$ cat config.mk
export PLATFORM = sky130hd
export DESIGN_NAME = pop_rank_streamer
export DESIGN_NICKNAME = d
export VERILOG_FILES = /design/src/rtl/pop_rank_streamer.sv
export SDC_FILE = /design/constraint.sdc
export NUM_CORES = 1
export LEC_CHECK = 0
export ABC_AREA = 1
export CAP_MARGIN = 25
export CORE_MARGIN = 2
export CORE_UTILIZATION = 54
export CTS_CLUSTER_DIAMETER = 200
export DETAILED_ROUTE_END_ITERATION = 8
export PLACE_DENSITY = 0.85
export SLEW_MARGIN = 5
export SYNTH_ARGS = -nofsm -noshare
export SYNTH_HDL_FRONTEND = slang
export SYNTH_SLANG_ARGS = --single-unit
$ cat constraint.sdc
create_clock -name clk -period 3.9 [get_ports clk]
set_input_delay 0.585 -clock clk [delete_from_list [all_inputs] [get_ports clk]]
set_output_delay 0.585 -clock clk [all_outputs]
set_load 0.05 [all_outputs]
$ cat src/rtl/pop_rank_streamer.sv
// Streams the first KEEP entries of a captured rank-ordered index list over valid/ready.
// Optional permutation checking is built when POP_RANK_PERMUTATION_CHECK_EN is defined.
module pop_rank_streamer #(
   parameter int POP_SIZE = 50,
   parameter int IDX_W    = 6,
   parameter int KEEP     = 50
) (
   input  logic                      clk,
   input  logic                      rst_n,
   input  logic                      start,
   input  logic [POP_SIZE*IDX_W-1:0] sorted,
   output logic                      out_valid,
   input  logic                      out_ready,
   output logic [IDX_W-1:0]          out_index,
   output logic [IDX_W-1:0]          out_rank,
   output logic                      out_last,
   output logic                      busy,
   output logic                      done,
   output logic                      err
);

   // state  | meaning
   // IDLE   | waiting for start; capture on start=1
   // STREAM | presenting captured[rank], advancing on each transfer
   // DONE   | all KEEP ranks sent; waits for start=0 before rearming
   typedef enum logic [1:0] {S_IDLE, S_STREAM, S_DONE} state_t;

   localparam logic [IDX_W-1:0] LAST_RANK = IDX_W'(KEEP - 1);

   state_t                    r_state;
   state_t                    w_next;
   logic [POP_SIZE*IDX_W-1:0] r_capture;
   logic [IDX_W-1:0]          r_rank;
   logic [IDX_W-1:0]          w_sel;
   logic                      w_capture;
   logic                      w_xfer;
   logic                      w_last;

   assign w_sel  = r_capture[IDX_W*r_rank +: IDX_W];
   assign w_last = (r_rank == LAST_RANK);
   assign w_xfer = (r_state == S_STREAM) && out_ready;

   always_ff @(posedge clk) begin
      if (!rst_n) r_state <= S_IDLE;
      else        r_state <= w_next;
   end

   always_comb begin
      w_next    = r_state;
      w_capture = 1'b0;
      busy      = 1'b0;
      done      = 1'b0;
      out_valid = 1'b0;
      out_last  = 1'b0;
      out_index = '0;
      out_rank  = '0;
      case (r_state)
         S_IDLE: begin
            if (start) begin
               w_capture = 1'b1;
               w_next    = S_STREAM;
            end
         end
         S_STREAM: begin
            busy      = 1'b1;
            out_valid = 1'b1;
            out_index = w_sel;
            out_rank  = r_rank;
            out_last  = w_last;
            if (w_xfer && w_last) w_next = S_DONE;
         end
         S_DONE: begin
            done = 1'b1;
            if (!start) w_next = S_IDLE;
         end
         default: w_next = S_IDLE;
      endcase
   end

   always_ff @(posedge clk) begin
      if (!rst_n) begin
         r_capture <= '0;
         r_rank    <= '0;
      end else if (w_capture) begin
         r_capture <= sorted;
         r_rank    <= '0;
      end else if (w_xfer && !w_last) begin
         r_rank <= r_rank + 1'b1;
      end
   end

`ifdef POP_RANK_PERMUTATION_CHECK_EN
   logic [POP_SIZE-1:0] r_seen;
   logic                r_err;
   logic                w_oob;

   assign w_oob = (int'(w_sel) >= POP_SIZE);

   // Out-of-range indices flag the error but leave the bitmap untouched.
   always_ff @(posedge clk) begin
      if (!rst_n) begin
         r_seen <= '0;
         r_err  <= 1'b0;
      end else if (w_capture) begin
         r_seen <= '0;
         r_err  <= 1'b0;
      end else if (w_xfer) begin
         if (w_oob) begin
            r_err <= 1'b1;
         end else begin
            if (r_seen[w_sel]) r_err <= 1'b1;
            r_seen[w_sel] <= 1'b1;
         end
      end
   end

   assign err = r_err;
`else
   assign err = 1'b0;
`endif

endmodule

* After elaboration in Yosys (flattened, before gate mapping)
Index checks and enable logic that the tools add are counted.
Word-level totals: bits in read-only memories 0, memories 0, RAM bits 0, input port bits 304, output and inout port bits 17, register bits after elaboration 308, logic and storage cells 31, bits in latches 0
Cells by class: multiplexer cells 11, order comparisons 0, bitwise gates (word level) 1, divide/modulo/power cells 0, add/subtract/negate cells 1, shift operators 1, reduce and logical (&&, ||, !) cells 7, eq/ne operators 6, multipliers 1
Operator list (number):
- indexed part select 300 x 10 -> 6 bit | 1
- 2-to-1 mux 6 bit | 2
- multiplier 2 x 6 -> 8 bit (first input constant) | 1
- adder 6 x 1 -> 6 bit (second input constant) | 1
- equality test 6 bit (second input constant) | 1
- 2-to-1 mux 2 bit | 3
- case mux 2 bit (3 select lines) | 1
- 2-to-1 mux 1 bit | 5
- inequality test 2 bit (second input constant) | 2
- logical AND 1 bit | 3
- AND reduction 3 bit | 1
- equality test 2 x 1 -> 1 bit (second input constant) | 1
- equality test 2 bit (second input constant) | 1
- zero test 2 bit | 1
- inequality test 2 x 1 -> 1 bit (second input constant) | 1
- OR reduction 2 bit | 1
- zero test 1 bit | 1
- NOT 1 bit | 1

* Depth between registers and ports, before layout
depth in word-level cells 5, depth in mapped cells 12, mapped depth without buffers 10

* Worst setup path after synthesis
OpenSTA, ideal clock, no wires.
path kind register to output, start point register r_state[1], end point output port out_index[0], cell stages (with the launch flop) 6, setup slack 1.461 ns, arrival time 1.854 ns, data required time 3.315 ns, buffers on the path 0, cell sequence dfxtp_1 inv_1 nand2_1 nor2_1 nand2_1 nand2_1
Between the ends: longest elaborated chain between the ends 2
RTL lines:
- from (decl) | RTL line 30 | state_t r_state;
- from (signal assigned) | RTL line 45 | else r_state <= w_next;
- equality test 2 x 1 -> 1 bit | RTL line 57 | case (r_state)
- 2-to-1 mux 6 bit | RTL line 57
- to (decl) | RTL line 14 | output logic [IDX_W-1:0] out_index,
No other way between the ends.

* Worst setup path in the final report
start point register r_rank[0], end point output port out_index[0]
Between the ends: longest elaborated chain between the ends 3
RTL lines:
- from (decl) | RTL line 33 | logic [IDX_W-1:0] r_rank;
- from (signal assigned) | RTL line 88 | r_rank <= r_rank + 1'b1;
- multiplier 2 x 6 -> 8 bit | RTL line 39 | assign w_sel = r_capture[IDX_W*r_rank +: IDX_W];
- indexed part select 300 x 10 -> 6 bit | RTL line 39
- 2-to-1 mux 6 bit | RTL line 57
No other way between the ends.

==> impl_results.md <==
- Finished Core Util: 0.718
- WP data arrival: 2.92 ns
- Number of nets in the layout: 2626
- Vias in the first global route: 13358
- Area inside the core boundary: 25300 µm²
- Highest Clock Rate: 0.285 GHz
- Net count of the mapped netlist: 2414
- Critical Path End Type: output port
- Area growth from synthesis to final layout: 30.1%
- Global routing usage on met2: 0.503
- Flops & latches, synth: 308
- Most numerous cell on the critical path: nand2_1
- Cell area after placement: 17100 µm²
- Global Route Usage Sum: 0.302
- Worst hold slack across all endpoints: 0.453 ns
- Port Buffer Count: 319
- TritonCTS buffer count: 31
- Number of antenna violations at the first check in global routing: 0
- Depth of the critical timing path with buffers and inverters included: 10
- HPWL after detailed placement: 29200 µm
- Wire length per cell: 15.9 µm
- First-pass detailed-route iteration total: 6
- Routability congestion estimate from global placement: 0.872
- Actual slew at the worst max-slew pin: 0.885 ns
- Final instance area: 18100 µm²
- Critical path start-end classification: register to output port
- Post-Synthesis Cells: 2108
- Number of filler cells placed in the layout: 2011
- Top fanout value on the critical path: 135
- Syn Area/Cell: 6.61 µm²
- CTS Buffer Depth: 3
- DIE HEIGHT: 165 µm
- Total count of hold-check failures in the final report: 0
- Kind of start point of the critical path: register
- Number of pins exceeding their max-slew limit in the final report: 0
- Global-route wire length before repair: 65400 µm
- Starting density of the core: 0.552
- Total number of H-tree levels: 1
- Worst Path Required: 3.31 ns
- Post-Route Skew: 0.0154 ns
- Count of cells resized by post-cts repair: 0
- Number of antenna diodes: 0
- Global route total overflow: 0
- Setup violations, final: 0
- Start point of the critical path: r_rank[0]
- Number of primary I/O pins: 321
- Max-slew headroom: 0.410
- Routing usage on met1: 0.389
- Post-route ant nets: 0
- Routing usage on met3: 0.0372
- Number of hold buffers added after CTS: 0
- Run status: finished, final reports clean
- Drt via density: 5.39
- Detailed Route Iter0 Violations: 1463
- Fraction of final layout cells with drive strength greater than 1: 0.0375
- Classification of the worst-slack hold path: register to register
- LEAKAGE: 7.57 nW
- Post-route DRC violation count: 0
- Clk sink count: 308
- Max capacitance violation total: 0
- Row count: 58
- Period utilization: 0.899
- Power density of the placed cells: 433 nW/µm²
- Crit-path max cell delay: 0.55 ns
- Overall die area: 27100 µm²
- Standard cell with the maximum stage delay on the critical path: dfxtp_4
- Minimum period implied by the final worst setup slack: 3.51 ns
- Worst ir drop on vdd: 313 µV
- Cell chain of the critical path: buf_12 > o21ai_0 > o21ai_0 > nand2_1 > nand2_1 > nor2_1 > nand2_1 > nand3_1 > nand2_1 > buf_12
- Setup repair after global routing missed its margin: no
- Clock insertion delay at the later pin of the skew report: 0.56 ns
- Buf+Inv Stages, Crit Path: 2
- Master cell of the clock root buffer: clkbuf_16
- Critical path's top delay family: simple AND/OR/NAND/NOR gates
- Final WL: 42600 µm
- Setup TNS: 0 ns
- Worst R2R Setup Slack: 1.63 ns
- Reg2Reg Depth: 6
- Maximum number of pins on one net before global-route repair: 136
- Synth cell types: 26
- Number of vias after detailed routing: 14401
- Worst reg2reg path endpoint: r_capture[158]
- Die Width: 165 µm
- Startpoint of the most critical register-to-register path: r_state[0]
- CTS tree: done
- Worst setup path endpoint: out_index[0]
- Area of the mapped netlist: 13900 µm²
- YS warnings: 0
- Post CTS Setup Buffer Count: 0
- Sequential area share after synthesis: 0.443
- Layer with the highest usage: met2
- Clock Pin Slew Worst Setup and Hold Paths: 0.06 ns
[logic make-up after synthesis]
family / count (synthesis) / synth area share
AOI/OAI and AO/OA: 531 / 0.193
DFF: 308 / 0.443
buffers and inverters: 310 / 0.0951
and+or+nand+nor: 955 / 0.267
xor gates and xnor gates: 1 / 0.000629
adders and majority gates: 2 / 0.00180
other: 1 / 0.000269
[area by class of cell]
type                    count  area [µm²]  share of cell area
multi-input cells        1490        6450               0.356
flip-flops and latches    308        6170               0.341
inverters                 152         579              0.0320
well taps                 330         413              0.0228
clock buffers              46         912              0.0503
repair buffers            337        3450               0.190
clock inverters            11         146             0.00808
[power by group]
part,switching (W),internal (W)
logic,0.000696,0.000559
registers,0.000110,0.00341
clock network,0.00125,0.00182
total,0.00206,0.00578
[how the worst min path moves through the flow]
stage,startpoint,end,slack [ns],cells past startpoint
5_1_grt,r_capture[219],r_capture[219],0.47,2
3_5_place_dp,r_capture[11],r_capture[11],0.44,2
6_report,r_capture[203],r_capture[203],0.45,2
2_1_floorplan,r_capture[102],r_capture[102],0.43,2
4_1_cts,rst_n,r_capture[85],0.43,3
3_3_place_gp,r_capture[193],r_capture[193],0.44,2
[layer usage]
layer / wire [µm] / vias to the layer above
met5: 0 / -
met4: 2210 / 0
met3: 3600 / 123
met2: 19700 / 666
met1: 17000 / 6495
li1: - / 7117
[worst min-delay path, cell delays in order (launching register included)]
cell	delay, ns
dfxtp_1	0.30
inv_1	0.06
a21oi_1	0.05
[cell usage in the layout (no fill, tap or decap), types with 10 or more instances in the layout]
| master | count |
|---|---|
| nand3_1 | 77 |
| o21ai_0 | 341 |
| a21oi_1 | 169 |
| nand2_1 | 388 |
| buf_12 | 11 |
| buf_4 | 13 |
| clkdlybuf4s50_1 | 312 |
| nor2_1 | 481 |
| inv_1 | 149 |
| o21ai_1 | 10 |
| dfxtp_1 | 306 |
| clkbuf_16 | 31 |
[per-stage QoR]
step,power (W),instances,setup WS (ns)
after floorplan,0.00428,2108,1.46
after global placement,0.00478,2617,1.06
after detailed placement,0.00482,2617,1.06
after CTS,0.00784,2674,0.456
after global routing,0.00815,2674,0.213
final,0.00784,2674,0.392
[cells in the mapped netlist, drive strengths merged]
library cell	instances	share of area
nor2	485	0.13
a21oi	171	0.062
o211ai	9	0.0048
or2	1	0.00045
ha	2	0.0018
nand2	389	0.10
xor2	1	0.00063
conb	1	0.00027
o21ai	351	0.13
nor3	2	0.0015
clkbuf	81	0.022
inv	152	0.041
dfxtp	308	0.44
nand4	1	0.00045
buf	77	0.032
nand3	77	0.028
[sequential cells by signal, summed over array words and instances (netlist names)]
name / count
r_capture: 300
r_rank: 6
r_state: 2
Power figures use the tool's default switching activity.
